## src/rtl/sbus_arbiter.sv

```systemverilog
// Arbitrates N_CH sbus masters onto a single sbus slave port, one transfer at a time.
// Define SBUS_ARB_FIXED_PRIO_EN for lowest-index-wins priority instead of round-robin.
module sbus_arbiter #(
    parameter int unsigned N_CH   = 2,
    parameter int unsigned ADDR_W = 32,
    parameter int unsigned DATA_W = 32
) (
    input  logic                     clk,
    input  logic                     resetn,
    input  logic [N_CH-1:0]          m_en,
    input  logic [N_CH-1:0]          m_we,
    input  logic [2*N_CH-1:0]        m_size,
    input  logic [ADDR_W*N_CH-1:0]   m_addr,
    input  logic [DATA_W*N_CH-1:0]   m_data_w,
    output logic [DATA_W*N_CH-1:0]   m_data_r,
    output logic [N_CH-1:0]          m_stall,
    output logic                     s_en,
    output logic                     s_we,
    output logic [1:0]               s_size,
    output logic [ADDR_W-1:0]        s_addr,
    output logic [DATA_W-1:0]        s_data_w,
    input  logic [DATA_W-1:0]        s_data_r,
    input  logic                     s_stall,
    output logic [N_CH-1:0]          gnt
);

    localparam int unsigned IDX_W = (N_CH > 1) ? $clog2(N_CH) : 1;

    localparam logic StIdle = 1'b0;
    localparam logic StBusy = 1'b1;

    logic             state_q, state_d;
    logic [IDX_W-1:0] g_q, g_d;
    logic [IDX_W-1:0] win;
    logic [IDX_W-1:0] idx;
    logic             found;

`ifdef SBUS_ARB_FIXED_PRIO_EN
    always_comb begin
        win   = '0;
        idx   = '0;
        found = 1'b0;
        for (int unsigned k = 0; k < N_CH; k++) begin
            idx = IDX_W'(k);
            if (!found && m_en[idx]) begin
                win   = idx;
                found = 1'b1;
            end
        end
    end
`else
    logic [IDX_W-1:0] rr_q, rr_d;

    // Scan channels starting at rr, wrapping; first requester wins.
    always_comb begin
        win   = '0;
        idx   = '0;
        found = 1'b0;
        for (int unsigned k = 0; k < N_CH; k++) begin
            idx = IDX_W'((32'(rr_q) + k) % N_CH);
            if (!found && m_en[idx]) begin
                win   = idx;
                found = 1'b1;
            end
        end
    end

    // Pointer only advances on a real completion, not on withdrawal.
    always_comb begin
        rr_d = rr_q;
        if (state_q == StBusy && m_en[g_q] && !s_stall) begin
            rr_d = (g_q == IDX_W'(N_CH - 1)) ? '0 : g_q + 1'b1;
        end
    end

    always_ff @(posedge clk or negedge resetn) begin
        if (!resetn) begin
            rr_q <= '0;
        end else begin
            rr_q <= rr_d;
        end
    end
`endif

    always_comb begin
        state_d = state_q;
        g_d     = g_q;
        case (state_q)
            StIdle: begin
                if (|m_en) begin
                    g_d     = win;
                    state_d = StBusy;
                end
            end
            StBusy: begin
                if (!m_en[g_q] || !s_stall) begin
                    state_d = StIdle;
                end
            end
            default: state_d = StIdle;
        endcase
    end

    always_ff @(posedge clk or negedge resetn) begin
        if (!resetn) begin
            state_q <= StIdle;
            g_q     <= '0;
        end else begin
            state_q <= state_d;
            g_q     <= g_d;
        end
    end

    always_comb begin
        s_en     = 1'b0;
        s_we     = 1'b0;
        s_size   = '0;
        s_addr   = '0;
        s_data_w = '0;
        gnt      = '0;
        m_stall  = m_en;
        if (state_q == StBusy) begin
            s_en         = m_en[g_q];
            s_we         = m_we[g_q];
            s_size       = m_size[2*g_q +: 2];
            s_addr       = m_addr[ADDR_W*g_q +: ADDR_W];
            s_data_w     = m_data_w[DATA_W*g_q +: DATA_W];
            gnt[g_q]     = 1'b1;
            m_stall[g_q] = s_stall;
        end
    end

    assign m_data_r = {N_CH{s_data_r}};

endmodule

```

## config.mk

```make
export PLATFORM = sky130hd
export DESIGN_NAME = sbus_arbiter
export DESIGN_NICKNAME = d
export VERILOG_FILES = /design/src/rtl/sbus_arbiter.sv
export SDC_FILE = /design/constraint.sdc
export NUM_CORES = 1
export LEC_CHECK = 0
export CAP_MARGIN = 20
export CORE_AREA = 2 2 120 122
export CTS_BUF_LIST = sky130_fd_sc_hd__clkbuf_8
export DETAILED_ROUTE_END_ITERATION = 10
export DIE_AREA = 0 0 122 124
export SYNTH_ARGS = -nofsm -noshare
export SYNTH_HDL_FRONTEND = slang
export SYNTH_SLANG_ARGS = --single-unit
```

## constraint.sdc

```tcl
create_clock -name clk -period 1 [get_ports clk]
set_input_delay 0.2 -clock clk [delete_from_list [all_inputs] [get_ports clk]]
set_output_delay 0.2 -clock clk [all_outputs]
set_load 0.03 [all_outputs]
```

==> summary.md, run 1 <==
| Metric | Value |
|---|---|
| Status | finished with violations |
| Failing checks | setup timing |
| Post-synthesis sequential area ratio | 3.96% |
| Final Skew | 3.75 ps |
| Worst setup SP type | flop |
| Share of cells above drive strength 1 | 48.6% |
| Synth Instances | 234 |
| Antenna diode count | 0 |
| Number of global-route vias before repair | 2216 |
| Synthesis-stage register bit count | 3 |
| CTS Root Cell | clkbuf_8 |
| Most frequent cell after synthesis | nor2b_1 |
| GRT overflow | 0 |
| CTS tree | built |
| Unrepaired setup endpoints after global routing | true |
| FF-to-FF path depth | 5 |
| Final hold violation count | 0 |
| Pwr Density | 2180 nW/µm² |
| VDD IR max | 0.566 mV |
| Die X | 122 µm |
| Initial antenna violation count | 0 |
| Synth area leader | mux2i_1 |
| Syn avg cell area | 8.11 µm² |
| First-pass GRT wire length | 10800 µm |
| Critical path depth | 5 |
| GPL Wtd Cong | 0.669 |
| Top cell type's share of synthesized area | 35.9% |
| Worst path cell trace | buf_12 -> buf_4 -> mux2i_4 -> nor2b_4 -> buf_6 |
| Iter 0 DRT Violations | 22 |
| Crit path max-delay family | flip-flops |
| Drt drc | 0 |
| Clock sinks | 3 |
| CP Class | reg -> out |
| Worst Path Buf+Inv | 3 |
| Most used flip-flop cell after synthesis | dfrtp_1 |
| H-tree lvl count | 1 |
| Final instance area | 4360 µm² |
| CTS Buffer Depth | 2 |
| Post-synth top cells | nor2b_1 (71), mux2i_1 (68), buf_4 (64) |
| Setup Viol. Count Final | 75 |
| Die Span Y | 124 µm |
| CP max-delay cell | dfrtp_4 |
| Max Cap Viol | 0 |
| CTS Hold Bufs | 0 |
| FF-to-FF Start | g_q |
| Slew HR | 85.3% |
| Fin nets | 565 |
| CTS buffer count | 3 |
| Ys async rst share | 100% |
| Post-DP HPWL | 6360 µm |
| EDFF count, synth | 0 |
| Total power | 9.52 mW |
| Max-slew violation count | 0 |
| Required @ worst endpoint | 800 ps |
| Crit path to | s_data_w[23] |
| R2r endpoint | rr_q |
| Worst reg2reg setup slack | -380 ps |
| Fmax | 595 MHz |
| Antenna viol nets, final | 0 |
| Clock latency on the worst-skew pair | 220 ps |
| Vias per cell | 3.79 |
| DRT Pass-1 Iters | 2 |
| Slew @ Worst Pin | 216 ps |
| Via Count | 2172 |
| Min setup slack post-route | -680 ps |
| Mapped Area | 1900 µm² |
| CORE AREA | 13700 µm² |
| Cell variety after synth | 19 |
| Largest net degree at the start of global routing | 36 |
| Worst hold path class | in -> async |
| Leakage | 1.93 nW |
| Die Area | 15100 µm² |
| Total GRT Usage | 9.07% |
| DP Cell Count | 562 |
| Clock period minus worst slack | 1680 ps |
| Non-Filler Instances | 573 |
| Synth top area cells | mux2i_1 (36%), buf_4 (25%), nor2b_1 (23%) |
| Critical path launch point | g_q |
| I/O pin total | 307 |
| Worst-path fanout max | 15 |
| Final WL | 7770 µm |
| Site Rows | 43 |
| Syn_nets | 405 |
| Placed cell area | 3900 µm² |
| Critical path arrival | 1480 ps |
| Final Cycle Share | 168% |
| # port buffers | 210 |
| Synthesis-to-layout area growth | 129% |
| CP endpoint kind | primary output |
| Drt wl/cell | 13.6 µm |
| Ys Warns | 0 |
| CTS clk-pin slew, worst paths | 30 ps |
| Final TNS setup | -44440 ps |
| CP max stage delay | 500 ps |
| Initial Utilization | 13.8% |
-- worst min path at each step --
stage	startpoint	end	slack (ps)	cells past startpoint
floorplan	resetn	g_q	-100	0
global placement	resetn	rr_q	400	1
detailed placement	resetn	rr_q	390	1
CTS	resetn	rr_q	160	1
global route	resetn	rr_q	170	1
finish	resetn	rr_q	160	1
-- layout make-up --
cell class / instances / area [µm²]
flip-flops and latches: 3 / 80.1
repair buffers: 235 / 2460
fillers: 1423 / 9360
multi-input cells: 150 / 1540
well taps: 180 / 225
clock buffers: 3 / 41.3
inverters: 1 / 3.75
clock inverters: 1 / 3.75
-- cells in the final DEF, fill, tap and decap left out --
master	count
nor4bb_4	1
mux2i_4	4
mux2_4	2
nor2b_2	61
dfrtp_1	1
nand3b_1	1
buf_4	23
mux2i_2	11
o22ai_2	1
nor2b_1	3
clkbuf_8	3
buf_6	66
buf_12	8
dfrtp_4	1
mux2i_1	53
inv_1	2
clkdlybuf4s50_1	138
a211o_1	1
nor2_1	1
a2bb2oi_1	1
nor2b_4	8
and2_4	1
dfrtp_2	1
nand2_1	1
-- per-layer routing --
| metal | wire length, µm | global-route usage, % | vias up |
|---|---|---|---|
| met1 | 2270 | 7.75 | 972 |
| met3 | 835 | 1.65 | 40 |
| li1 | - | - | 1021 |
| met5 | 0 | 0 | - |
| met4 | 391 | 6.39 | 0 |
| met2 | 4270 | 18.6 | 139 |
-- worst register-to-register path: stages, from the launching register on --
cell      delay (ps)
dfrtp_4          500
buf_4            160
buf_12           150
buf_6            130
nor4bb_4         250
a211o_1          130
-- stage by stage --
step / utilization [%] / hold slack, ps / worst slack (ps)
after CTS: 31.3 / 160 / -679
after global placement: 28.4 / 400 / -449
after detailed placement: 28.4 / 394 / -484
final: 31.7 / 163 / -680
after floorplan: - / -95.6 / -306
after global routing: 31.7 / 167 / -712
-- flip-flops by register name, indices dropped and copies added, names as in the netlist --
register / count
g_q: 1
state_q: 1
rr_q: 1
-- logic make-up (layout without fill, tap and decap cells) --
kind of cell	count (synthesis)	count (layout)	share of synthesized area, %
buf+inv	81	240	32.1
simple gates	77	77	25.6
mux	70	70	37.0
compound gates	3	3	1.25
flops	3	3	3.96
-- where the power goes --
part | switching (mW) | total [mW] | leakage [nW] | internal [mW]
sequential | 0.0839 | 0.274 | 0.0309 | 0.190
combinational | 4.26 | 8.89 | 1.87 | 4.63
clock | 0.0896 | 0.352 | 0.0269 | 0.262
total | 4.43 | 9.52 | 1.93 | 5.08
-- repair_timing --
action,CTS,global route
setup buffers,6,1
setup endpoints to repair,75,75
gates cloned,0,0
resized for setup,73,14
pin swaps,1,2
No activity file was read; power rests on OpenSTA's default activity.
==> run 2, diff against run 1 <==
- ABC_AREA: not set -> 1
- DONT_BUFFER_PORTS: not set -> 1
- SKIP_CTS_REPAIR_TIMING: not set -> 1
==> summary.md, run 2 <==
| Metric | Value |
|---|---|
| Commonest non-fill, non-tap cell in the layout | nand2_1 (was clkdlybuf4s50_1) |
| Initial antenna violation count | 0 (unchanged) |
| Clock sinks | 3 (unchanged) |
| Status | finished with violations (unchanged) |
| CP Class | reg -> out (unchanged) |
| Max Cap Viol | 0 (unchanged) |
| Syn avg cell area | 4.98 µm² (was 8.11 µm²) |
| CTS Buffer Depth | 2 (unchanged) |
| Layout Utilization | 16.6% (was 31.7%) |
| Slew @ Worst Pin | 187 ps (was 216 ps) |
| Placed cell area | 1850 µm² (was 3900 µm²) |
| Worst hold path class | in -> reg (was in -> async) |
| Pwr Density | 3740 nW/µm² (was 2180 nW/µm²) |
| Min setup slack post-route | -464 ps (was -680 ps) |
| First-pass GRT wire length | 6670 µm (was 10800 µm) |
| GPL Wtd Cong | 0.799 (was 0.669) |
| FF-to-FF Start | state_q (was g_q) |
| Synth area leader | nand2_1 (was mux2i_1) |
| Pre-CTS setup slack | -279 ps (was -484 ps) |
| Final instance area | 2280 µm² (was 4360 µm²) |
| Hold Path Origin | s_stall |
| Initial Utilization | 11.1% (was 13.8%) |
| Crit path max-delay family | flip-flops (unchanged) |
| Final hold violation count | 0 (unchanged) |
| Most frequent cells in the layout | nand2_1 (100), nand2_4 (72), nand2_2 (37), buf_4 (10) (was clkdlybuf4s50_1 (138), buf_6 (66), nor2b_2 (61), mux2i_1 (53), buf_4 (23)) |
| Synthesis-stage register bit count | 3 (unchanged) |
| Worst path cell trace | nand2_4 -> clkinv_8 -> clkbuf_16 -> nand2_1 -> nand2_4 (was buf_12 -> buf_4 -> mux2i_4 -> nor2b_4 -> buf_6) |
| # port buffers | 0 (was 210) |
| Critical path launch point | state_q (was g_q) |
| DRT Pass-1 Iters | 4 (was 2) |
| Vias per cell | 3.75 (was 3.79) |
| Final Cycle Share | 146% (was 168%) |
| Leakage | 0.991 nW (was 1.93 nW) |
| Post-DP HPWL | 4600 µm (was 6360 µm) |
| Number of global-route vias before repair | 1362 (was 2216) |
| Via Count | 1644 (was 2172) |
| VDD IR max | 1.58 mV (was 0.566 mV) |
| CORE AREA | 13700 µm² (unchanged) |
| Critical path arrival | 1260 ps (was 1480 ps) |
| Die Span Y | 124 µm (unchanged) |
| Site Rows | 43 (unchanged) |
| Syn_nets | 477 (was 405) |
| Antenna viol nets, final | 0 (unchanged) |
| Setup Viol. Count Final | 74 (was 75) |
| Ys async rst share | 100% (unchanged) |
| Fin Hold WS | 111 ps (was 163 ps) |
| Unrepaired setup endpoints after global routing | true (unchanged) |
| CTS Root Cell | clkbuf_8 (unchanged) |
| Top cell type's share of synthesized area | 51.2% (was 35.9%) |
| Ys Warns | 0 (unchanged) |
| CTS clk-pin slew, worst paths | 30 ps (about the same) |
| Max-slew violation count | 0 (unchanged) |
| Crit path top cell by count | nand2_4 |
| CP endpoint kind | primary output (unchanged) |
| H-tree lvl count | 1 (unchanged) |
| Final WL | 6820 µm (was 7770 µm) |
| Final TNS setup | -31970 ps (was -44440 ps) |
| Fin nets | 430 (was 565) |
| Die X | 122 µm (unchanged) |
| GRT overflow | 0 (unchanged) |
| CTS tree | built (unchanged) |
| Worst-path fanout max | 9 (was 15) |
| Largest net degree at the start of global routing | 37 (was 36) |
| Most used flip-flop cell after synthesis | dfrtp_1 (unchanged) |
| CP max stage delay | 430 ps (was 500 ps) |
| Clock latency on the worst-skew pair | 220 ps (about the same) |
| Post-synth top cells | nand2_1 (208), buf_4 (64), buf_2 (8) (was nor2b_1 (71), mux2i_1 (68), buf_4 (64)) |
| Failing checks | setup timing (unchanged) |
| Largest registers | g_q (1), rr_q (1), state_q (1) (unchanged) |
| Mapped Area | 1520 µm² (was 1900 µm²) |
| I/O pin total | 307 (unchanged) |
| Synth Instances | 306 (was 234) |
| Total GRT Usage | 5.62% (was 9.07%) |
| Most frequent cell after synthesis | nand2_1 (was nor2b_1) |
| Share of cells above drive strength 1 | 56.2% (was 48.6%) |
| Final Skew | 1.85 ps (was 3.75 ps) |
| CP max-delay cell | dfrtp_2 (was dfrtp_4) |
| Drt wl/cell | 15.6 µm (was 13.6 µm) |
| Post-synthesis sequential area ratio | 4.93% (was 3.96%) |
| Die Area | 15100 µm² (unchanged) |
| CTS buffer count | 3 (unchanged) |
| Required @ worst endpoint | 800 ps (about the same) |
| Synthesis-to-layout area growth | 49.5% (was 129%) |
| Worst setup SP type | flop (unchanged) |
| Drt drc | 0 (unchanged) |
| Iter 0 DRT Violations | 68 (was 22) |
| Worst Path Buf+Inv | 2 (was 3) |
| Fmax | 683 MHz (was 595 MHz) |
| Cell variety after synth | 11 (was 19) |
| Clock period minus worst slack | 1460 ps (was 1680 ps) |
| Synth top area cells | nand2_1 (51%), buf_4 (32%), dfrtp_1 (4.9%) (was mux2i_1 (36%), buf_4 (25%), nor2b_1 (23%)) |
| Slew HR | 87.5% (was 85.3%) |
| Antenna diode count | 0 (unchanged) |
| EDFF count, synth | 0 (unchanged) |
run 2: cell types whose count changed in the layout (fill, tap and decap cells not counted), moves of 6 or more:
cell,before,now
clkdlybuf4s50_1,138,0
nand2_1,1,100
nand2_4,0,72
buf_6,66,3
nor2b_2,61,0
mux2i_1,53,0
nand2_2,0,37
buf_4,23,10
mux2i_2,11,0
nor2b_4,8,0
clkbuf_16,0,6
run 2: logic make-up after synthesis:
logic type | synth area share (%)
simple gates | 53.3
buf+inv | 39.8
compound gates | 1.97
flops | 4.93
run 2: through the flow:
stage	power, mW	std cells
after floorplan	6.39	306
after global placement	6.71	422
after detailed placement	6.74	422
after CTS	7.09	426
after global routing	9.01	438
final	8.51	438
run 2: power by group:
group	total [mW]	switching (mW)	internal, mW
clock network	0.342	0.0810	0.261
registers	0.245	0.0610	0.184
logic	7.93	5.48	2.44
total	8.51	5.63	2.89
run 2: final timing paths:
kind | end | slack [ps] | depth (start not counted)
worst min register to register | rr_q | 470 | 2
worst max-delay path | s_addr[16] | -460 | 5
worst min-delay path | state_q | 110 | 2
min in group asynchronous | rr_q | 260 | 1
worst max register to register | rr_q | -210 | 8
max in group asynchronous | state_q | 560 | 1
run 2: cell type report:
type	count	area (µm²)
clock buffer	3	41.3
tap	180	225
sequential	3	76.3
multi-input combinational	220	1510
clock inverter	1	3.75
inverter	5	36.3
timing repair buffer	26	389
fill	1548	11400
run 2: per-layer routing:
layer	part of all wire [%]	wire [µm]	track usage, %
met5	0.47	32	1.39
met4	0.92	63	1.08
met3	12	821	3.21
met1	38	2600	6.10
met2	48	3300	9.50
run 2: worst register-to-register path, cell delays in order, from the launching register on:
cell	delay (ps)
dfrtp_2	430
buf_4	140
buf_4	140
nand3_4	80
nand2_4	80
buf_4	140
nand2_1	40
nand2_1	50
nand2_1	50
==> run 3, diff against run 2 <==
- CTS_BUF_LIST: sky130_fd_sc_hd__clkbuf_8 -> not set
- SLEW_MARGIN: not set -> 5
==> summary.md, run 3 (same netlist as run 2, synthesis figures left out) <==
| Metric | Value |
|---|---|
| Status | finished with violations (unchanged) |
| Failing checks | setup timing (unchanged) |
| VDD IR max | 1.89 mV (was 1.58 mV) |
| Crit path max-delay family | flip-flops (unchanged) |
| Clock latency on the worst-skew pair | 220 ps (about the same) |
| CP endpoint kind | primary output (unchanged) |
| Placed cell area | 1850 µm² (unchanged) |
| CORE AREA | 13700 µm² (unchanged) |
| CTS Buffer Depth | 2 (unchanged) |
| Commonest non-fill, non-tap cell in the layout | nand2_1 (unchanged) |
| Worst-path fanout max | 9 (unchanged) |
| Setup Viol. Count Final | 74 (unchanged) |
| Drt wl/cell | 15.6 µm (about the same) |
| Worst hold path class | in -> reg (unchanged) |
| CP Class | reg -> out (unchanged) |
| Die Area | 15100 µm² (unchanged) |
| Final Skew | 1.59 ps (was 1.85 ps) |
| CTS tree | built (unchanged) |
| Worst hold path endpoint | state_q (unchanged) |
| FF-to-FF path depth | 8 (unchanged) |
| R2r endpoint | rr_q (unchanged) |
| Share of cells above drive strength 1 | 56.2% (unchanged) |
| Crit path top cell by count | nand2_4 (unchanged) |
| Post-DP HPWL | 4600 µm (unchanged) |
| CTS buffer count | 3 (unchanged) |
| Fin nets | 430 (unchanged) |
| Initial Utilization | 11.1% (unchanged) |
| Final WL | 6820 µm (about the same) |
| Pwr Density | 3800 nW/µm² (was 3740 nW/µm²) |
| Die X | 122 µm (unchanged) |
| Required @ worst endpoint | 800 ps (about the same) |
| CP max stage delay | 430 ps (about the same) |
| Switch share | 64.2% (was 66.1%) |
| Final instance area | 2310 µm² (was 2280 µm²) |
| Min setup slack post-route | -469 ps (was -464 ps) |
| Worst hold stages | 2 (unchanged) |
| CTS clk-pin slew, worst paths | 30 ps (about the same) |
| Max-slew violation count | 0 (unchanged) |
| Antenna diode count | 0 (unchanged) |
| Number of global-route vias before repair | 1359 (was 1362) |
| Final Cycle Share | 147% (was 146%) |
| Largest net degree at the start of global routing | 37 (unchanged) |
| I/O pin total | 307 (unchanged) |
| Total GRT Usage | 5.61% (was 5.62%) |
| CTS Root Cell | clkbuf_16 (was clkbuf_8) |
| Die Span Y | 124 µm (unchanged) |
| DRT Pass-1 Iters | 4 (unchanged) |
| GPL Wtd Cong | 0.799 (unchanged) |
| H-tree lvl count | 1 (unchanged) |
| Leakage | 1.00 nW (was 0.991 nW) |
| CP max-delay cell | dfrtp_2 (unchanged) |
| Iter 0 DRT Violations | 57 (was 68) |
| Clock sinks | 3 (unchanged) |
| Vias per cell | 3.75 (about the same) |
| Seq pwr share | 2.8% (was 2.9%) |
| First-pass GRT wire length | 6670 µm (about the same) |
| Via Count | 1643 (was 1644) |
| Combinational share of power | 90.1% (was 93.1%) |
| Hold Path Origin | s_stall (unchanged) |
| Final hold violation count | 0 (unchanged) |
| Drt drc | 0 (unchanged) |
| Max Cap Viol | 0 (unchanged) |
| Unrepaired setup endpoints after global routing | true (unchanged) |
| Largest registers | g_q (1), rr_q (1), state_q (1) (unchanged) |
| Fmax | 681 MHz (was 683 MHz) |
| NetSw | 5.64 mW (was 5.63 mW) |
| Worst Path Buf+Inv | 2 (unchanged) |
| Clock period minus worst slack | 1470 ps (was 1460 ps) |
| Worst reg2reg setup slack | -210 ps (about the same) |
| P_int | 3.15 mW (was 2.89 mW) |
| Slew @ Worst Pin | 183 ps (was 187 ps) |
| Initial antenna violation count | 0 (unchanged) |
| Most frequent cells in the layout | nand2_1 (100), nand2_4 (72), nand2_2 (37), buf_4 (10), clkbuf_16 (9) (was nand2_1 (100), nand2_4 (72), nand2_2 (37), buf_4 (10)) |
| Worst setup SP type | flop (unchanged) |
| Layout Utilization | 16.9% (was 16.6%) |
| Antenna viol nets, final | 0 (unchanged) |
| Critical path arrival | 1270 ps (was 1260 ps) |
| Worst path cell trace | nand2_4 -> clkinv_8 -> clkbuf_16 -> nand2_1 -> nand2_4 (unchanged) |
| Site Rows | 43 (unchanged) |
| Pre-CTS setup slack | -279 ps (unchanged) |
| GRT overflow | 0 (unchanged) |
| Clk pwr share | 7.1% (was 4.0%) |
| Final TNS setup | -32220 ps (was -31970 ps) |
| FF-to-FF Start | state_q (unchanged) |
| # port buffers | 0 (unchanged) |
| Synthesis-to-layout area growth | 51.7% (was 49.5%) |
| Slew HR | 87.8% (was 87.5%) |
-- run 3: cell count changes in the layout (fill, tap and decap cells not counted) --
cell	before	now
clkbuf_16	6	9
inv_1	3	2
clkbuf_1	0	1
clkbuf_8	3	0
-- run 3: how the worst max path moves through the flow --
stage / from / end / slack, ps / cells past startpoint
after floorplan: g_q / s_data_w[10] / -230 / 7
final: state_q / s_addr[16] / -470 / 5
after detailed placement: g_q / s_data_w[30] / -280 / 6
after global routing: state_q / s_addr[23] / -530 / 5
after global placement: g_q / s_data_w[16] / -260 / 6
after CTS: g_q / s_data_w[30] / -520 / 6
-- run 3: worst register-to-register path, delay by kind of cell (launching register included) --
family	cells	cell delay [ps]
DFF	1	430
and+or+nand+nor	5	300
buffers and inverters	3	420
-- run 3: final cells by class --
class / instances / area (µm²)
Timing Repair Buffer: 26 / 389
Multi-Input combinational cell: 220 / 1510
Clock buffer: 4 / 78.8
Inverter: 5 / 36.3
Tap cell: 180 / 225
Fill cell: 1546 / 11400
Sequential cell: 3 / 76.3
-- run 3: layer usage --
metal | GRT usage (%) | share of wire (%) | wire [µm]
met1 | 6.15 | 38 | 2590
met2 | 9.53 | 49 | 3310
met3 | 3.16 | 12 | 825
met4 | 0.862 | 0.81 | 55
met5 | 1.39 | 0.47 | 32
-- run 3: power by group through the flow --
stage | Combinational [mW] | Clock, mW | Sequential (mW)
6_report | 7.92 | 0.627 | 0.245
5_1_grt | 8.40 | 0.647 | 0.253
4_1_cts | 6.50 | 0.634 | 0.240
3_5_place_dp | 6.50 | 0 | 0.240
3_3_place_gp | 6.47 | 0 | 0.234
2_1_floorplan | 6.15 | 0 | 0.236
-- run 3: per-stage QoR --
stage               total power [mW]  hold WS (ps)  std cells
finish                          8.79           103        438
global route                    9.30           119        438
CTS                             7.38          -327        426
detailed placement              6.74         -95.5        422
global placement                6.71         -95.5        422
floorplan                       6.39         -95.6        306
==> edit 1 (settings of run 1) <==
The parameter `DATA_W` goes from 32 to 16.
--- a/src/rtl/sbus_arbiter.sv
+++ b/src/rtl/sbus_arbiter.sv
@@ -3,7 +3,7 @@
 module sbus_arbiter #(
     parameter int unsigned N_CH   = 2,
     parameter int unsigned ADDR_W = 32,
-    parameter int unsigned DATA_W = 32
+    parameter int unsigned DATA_W = 16
 ) (
     input  logic                     clk,
     input  logic                     resetn,
Interface: changed (resized m_data_r, m_data_w, s_data_r and s_data_w); port bits go from 307 to 211. No check against the original RTL was run, so the function may have changed too.
==> edit 1 against run 1 <==
- the run still ends with setup timing left
- total power down 18%
- first-iteration DRC count down 32%
- routed wire length down 25%
- design area down 20%
- critical path depth unchanged
- register-to-register slack better by 160 ps
- die area unchanged
- setup slack better by 7.6 ps
- area after synthesis down 28%
- sequential power down 7%
- sequential cell count unchanged
- sequential share of layout area up 0.45 points
- critical endpoint is now s_addr[16]
- largest cell class unchanged
- largest power group unchanged
- highest routed layer unchanged
==> edit 1: results (changes against run 1) <==
* Vias in the first global route at 1754 (was 2216)
* Largest net degree at the start of global routing at 32 (was 36)
* Placed cells at 477 (was 562)
* Mux cell area share after synthesis at 0.400 (was 0.370)
* Endpoints failing setup at 59 (was 75)
* GPL Wtd Cong at 0.644 (was 0.669)
* Violated checks: setup timing (unchanged)
* Total Routed Length at 5790 um (was 7770 um)
* Slew HR at 0.862 (was 0.853)
* Leak Pwr at 1.53 nW (was 1.93 nW)
* Post-Synthesis Cells at 166 (was 234)
* Register area share after synthesis at 0.0553 (was 0.0396)
* Total track usage at 0.0666 (was 0.0907)
* Worst-path maximum fanout at 6 (was 15)
* Synth top area cells: mux2i_1, nor2b_1, buf_4 (was mux2i_1, buf_4, nor2b_1)
* FF-to-FF setup slack at -220 ps (was -380 ps)
* R2R depth at 4 (was 5)
* Synth top cells by count: nor2b_1, mux2i_1, buf_4 (unchanged)
* Clock group share of total power at 0.045 (was 0.037)
* Initial DRC Count at 15 (was 22)
* Logic power comb at 7.21 mW (was 8.89 mW)
* Post-Syn Nets at 289 (was 405)
* Worst setup margin at -672 ps (was -680 ps)
* CP endpoint: s_addr[16] (was s_data_w[23])
* Status: finished, violations left (unchanged)
* Max VDD drop at 0.000608 V (was 0.000566 V)
* IO Port Bufs at 162 (was 210)
* Complex-gate fraction of the synthesized area at 0.0175 (was 0.0125)
edit 1: cell count changes after synthesis, sizes merged:
cell    before  now
buf         73   39
mux2i       68   52
nor2b       72   56
clkbuf       7    5
edit 1: kinds of logic (layout without fill, tap and decap cells):
logic type | count (synthesis) | count (layout)
AO/OA/AOI/OAI | 3 | 3
AND/OR/NAND/NOR | 61 | 61
multiplexers | 54 | 54
flip-flops | 3 | 3
buffers and inverters | 45 | 188
edit 1: area by class of cell:
type | count | area [um2] | share of cell area
repair buffers | 183 | 1970 | 0.563
multi-input cells | 118 | 1180 | 0.336
well taps | 180 | 225 | 0.0643
flip-flops and latches | 3 | 80.1 | 0.0228
clock buffers | 3 | 41.3 | 0.0118
clock inverters | 1 | 3.75 | 0.00107
inverters | 1 | 3.75 | 0.00107
edit 1: critical path, stage by stage, from the launching register on:
cell	delay (ps)
dfrtp_4	490
buf_12	150
buf_4	170
mux2i_2	160
nor2b_2	130
buf_6	140
edit 1: through the flow:
stage	setup TNS (ps)	worst slack (ps)	hold WS (ps)	total power, mW	area, um2
3_3_place_gp	-22800	-455	400	6.26	3090
6_report	-34790	-672	183	7.82	3500
5_1_grt	-37400	-715	190	8.23	3500
4_1_cts	-34420	-679	178	7.63	3410
2_1_floorplan	-16410	-331	-95.6	4.35	1530
3_5_place_dp	-23810	-493	400	6.32	3090
edit 1: routing by layer:
layer | routed length, um | share of wire | global-route usage
met5 | 0 | 0 | 0
met4 | 74 | 0.013 | 0.0180
met3 | 684 | 0.12 | 0.0183
met2 | 3020 | 0.52 | 0.130
met1 | 2010 | 0.35 | 0.0695
edit 1: repair_timing:
action,in CTS,in global routing
buffers inserted,9,2
hold buffers,0,0
gates cloned,1,0
setup endpoints to repair,59,59
pin swaps,1,0
gates resized for setup,50,21
==> edit 2 (flow settings as in run 1) <==
Without the edit above. Reset style: synchronous (`resetn`), changed in 2 clocked blocks.
--- a/src/rtl/sbus_arbiter.sv
+++ b/src/rtl/sbus_arbiter.sv
@@ -73,7 +73,7 @@
         end
     end
 
-    always_ff @(posedge clk or negedge resetn) begin
+    always_ff @(posedge clk) begin
         if (!resetn) begin
             rr_q <= '0;
         end else begin
@@ -101,7 +101,7 @@
         endcase
     end
 
-    always_ff @(posedge clk or negedge resetn) begin
+    always_ff @(posedge clk) begin
         if (!resetn) begin
             state_q <= StIdle;
             g_q     <= '0;
Check against the original RTL: differs if resetn is asserted again (counterexample within 4 cycles, from zero or initial values and one cycle with resetn low); with resetn held inactive, the same outputs for 10 cycles.
==> edit 2 against run 1 <==
- area after synthesis fell by 8.3%
- setup slack got worse by 55 ps
- final cell count rose by 7.2%
- largest cell class unchanged
- synthesized cell count rose by 0.85%
- design area rose by 21%
- routed wire length rose by 13%
- the run still ends with setup timing left
- utilization rose by 6.6 points
- sequential cell count did not move
Power is not compared: it rests on default switching activity, and its combinational part moved more than twofold at a synthesized area within 25%.
==> edit 2: results (changes against run 1) <==
* Largest net degree at the start of global routing at 26 (was 36)
* Post-Synthesis Cells at 236 (was 234)
* Mux cell area share after synthesis at 0.404 (was 0.370)
* Worst setup margin at -735 ps (was -680 ps)
* Initial DRC Count at 32 (was 22)
* Status: finished, violations left (unchanged)
* Crit-path max cell delay at 370 ps (was 500 ps)
* Total Routed Length at 8790 um (was 7770 um)
* Nets at 606 (was 565)
* Slew HR at 0.832 (was 0.853)
* Async SR Flop Fraction at 0 (was 1.00)
* Adder-cell share of the synthesized area at 0 (unchanged)
* Register area share after synthesis at 0.0345 (was 0.0396)
* Endpoints failing setup at 75 (unchanged)
* Fillers at 1331 (was 1423)
* Worst-path maximum fanout at 6 (was 15)
* Total track usage at 0.100 (was 0.0907)
* Synth top area cells: mux2i_1, buf_4, nor2_1 (was mux2i_1, buf_4, nor2b_1)
* Complex-gate fraction of the synthesized area at 0.0259 (was 0.0125)
* Pre-Repair DR Iteration Count at 4 (was 2)
* Top FF cell, synth: dfxtp_1 (was dfrtp_1)
* Vias in the first global route at 2434 (was 2216)
* Yosys cell types at 21 (was 19)
* CP arrival at 1530 ps (was 1480 ps)
* Violated checks: setup timing (unchanged)
* Slowest stage cell, crit path: dfxtp_4 (was dfrtp_4)
* Placed cells at 572 (was 562)
* Post-Syn Nets at 407 (was 405)
* Via density at 3.84 (was 3.79)
* Synth top cells by count: nor2_1, mux2i_1, buf_4 (was nor2b_1, mux2i_1, buf_4)
-- edit 2: cell types whose count changed after synthesis, sizes merged, moves of 3 or more --
| cell | change |
|---|---|
| dfrtp | -3 |
| dfxtp | +3 |
| nor2 | +70 |
| nor2b | -72 |
| inv | +3 |
-- edit 2: cell families after synthesis --
| logic type | after synthesis |
|---|---|
| AO/OA/AOI/OAI | 7 |
| multiplexers | 70 |
| flip-flops | 3 |
| buffers and inverters | 83 |
| AND/OR/NAND/NOR | 73 |
-- edit 2: cell type report --
class / instances / area [um2] / area share
inverters: 4 / 22.5 / 0.00428
well taps: 180 / 225 / 0.0428
clock buffers: 3 / 41.3 / 0.00786
clock inverters: 1 / 3.75 / 0.000714
multi-input cells: 150 / 2050 / 0.389
flip-flops and latches: 3 / 65.1 / 0.0124
repair buffers: 273 / 2850 / 0.542
-- edit 2: worst max-delay path: cells and delay by family (launching register included) --
family / cells / cell delay, ps
muxes: 1 / 310
DFF: 1 / 370
buffers and inverters: 4 / 520
and+or+nand+nor: 1 / 120
-- edit 2: power by group through the flow --
stage	clock (mW)	combinational, mW	sequential (mW)
6_report	0.341	3.37	0.148
5_1_grt	0.363	3.53	0.150
4_1_cts	0.348	3.13	0.147
3_5_place_dp	0	2.85	0.148
3_3_place_gp	0	2.83	0.146
2_1_floorplan	0	2.10	0.139
-- edit 2: path summary, 6_finish.rpt --
| check | from | end | slack [ps] | depth (start not counted) |
|---|---|---|---|---|
| worst max register to register | g_q$_SDFFE_PN0P_ | state_q$_SDFF_PN0_ | -320 | 5 |
| worst min register to register | rr_q$_SDFFE_PN0P_ | rr_q$_SDFFE_PN0P_ | 560 | 2 |
| worst min-delay path | s_data_r[4] | m_data_r[36] | 400 | 0 |
| worst max-delay path | g_q$_SDFFE_PN0P_ | m_stall[0] | -730 | 6 |
-- edit 2: metrics by stage --
stage           util  setup WS, ps  cell area (um2)  total power [mW]
2_1_floorplan      -          -282             2540              2.24
3_3_place_gp   0.320          -774             4400              2.97
3_5_place_dp   0.320          -802             4400              3.00
4_1_cts        0.357          -767             4900              3.62
5_1_grt        0.383          -784             5260              4.04
6_report       0.383          -735             5260              3.86
-- edit 2: timing repair --
action                                  CTS  global route
pin swaps                                 2             3
resized for setup                       201            93
gates cloned                              1             1
buffers inserted                         15            23
endpoints found under the setup margin   75            75
-- edit 2: layer usage --
metal  GRT usage  share of wire  vias up
li1            -              -     1115
met1       0.101           0.34     1090
met2       0.204           0.56      123
met3      0.0201          0.083       27
met4      0.0302          0.018        0
met5           0              0        -
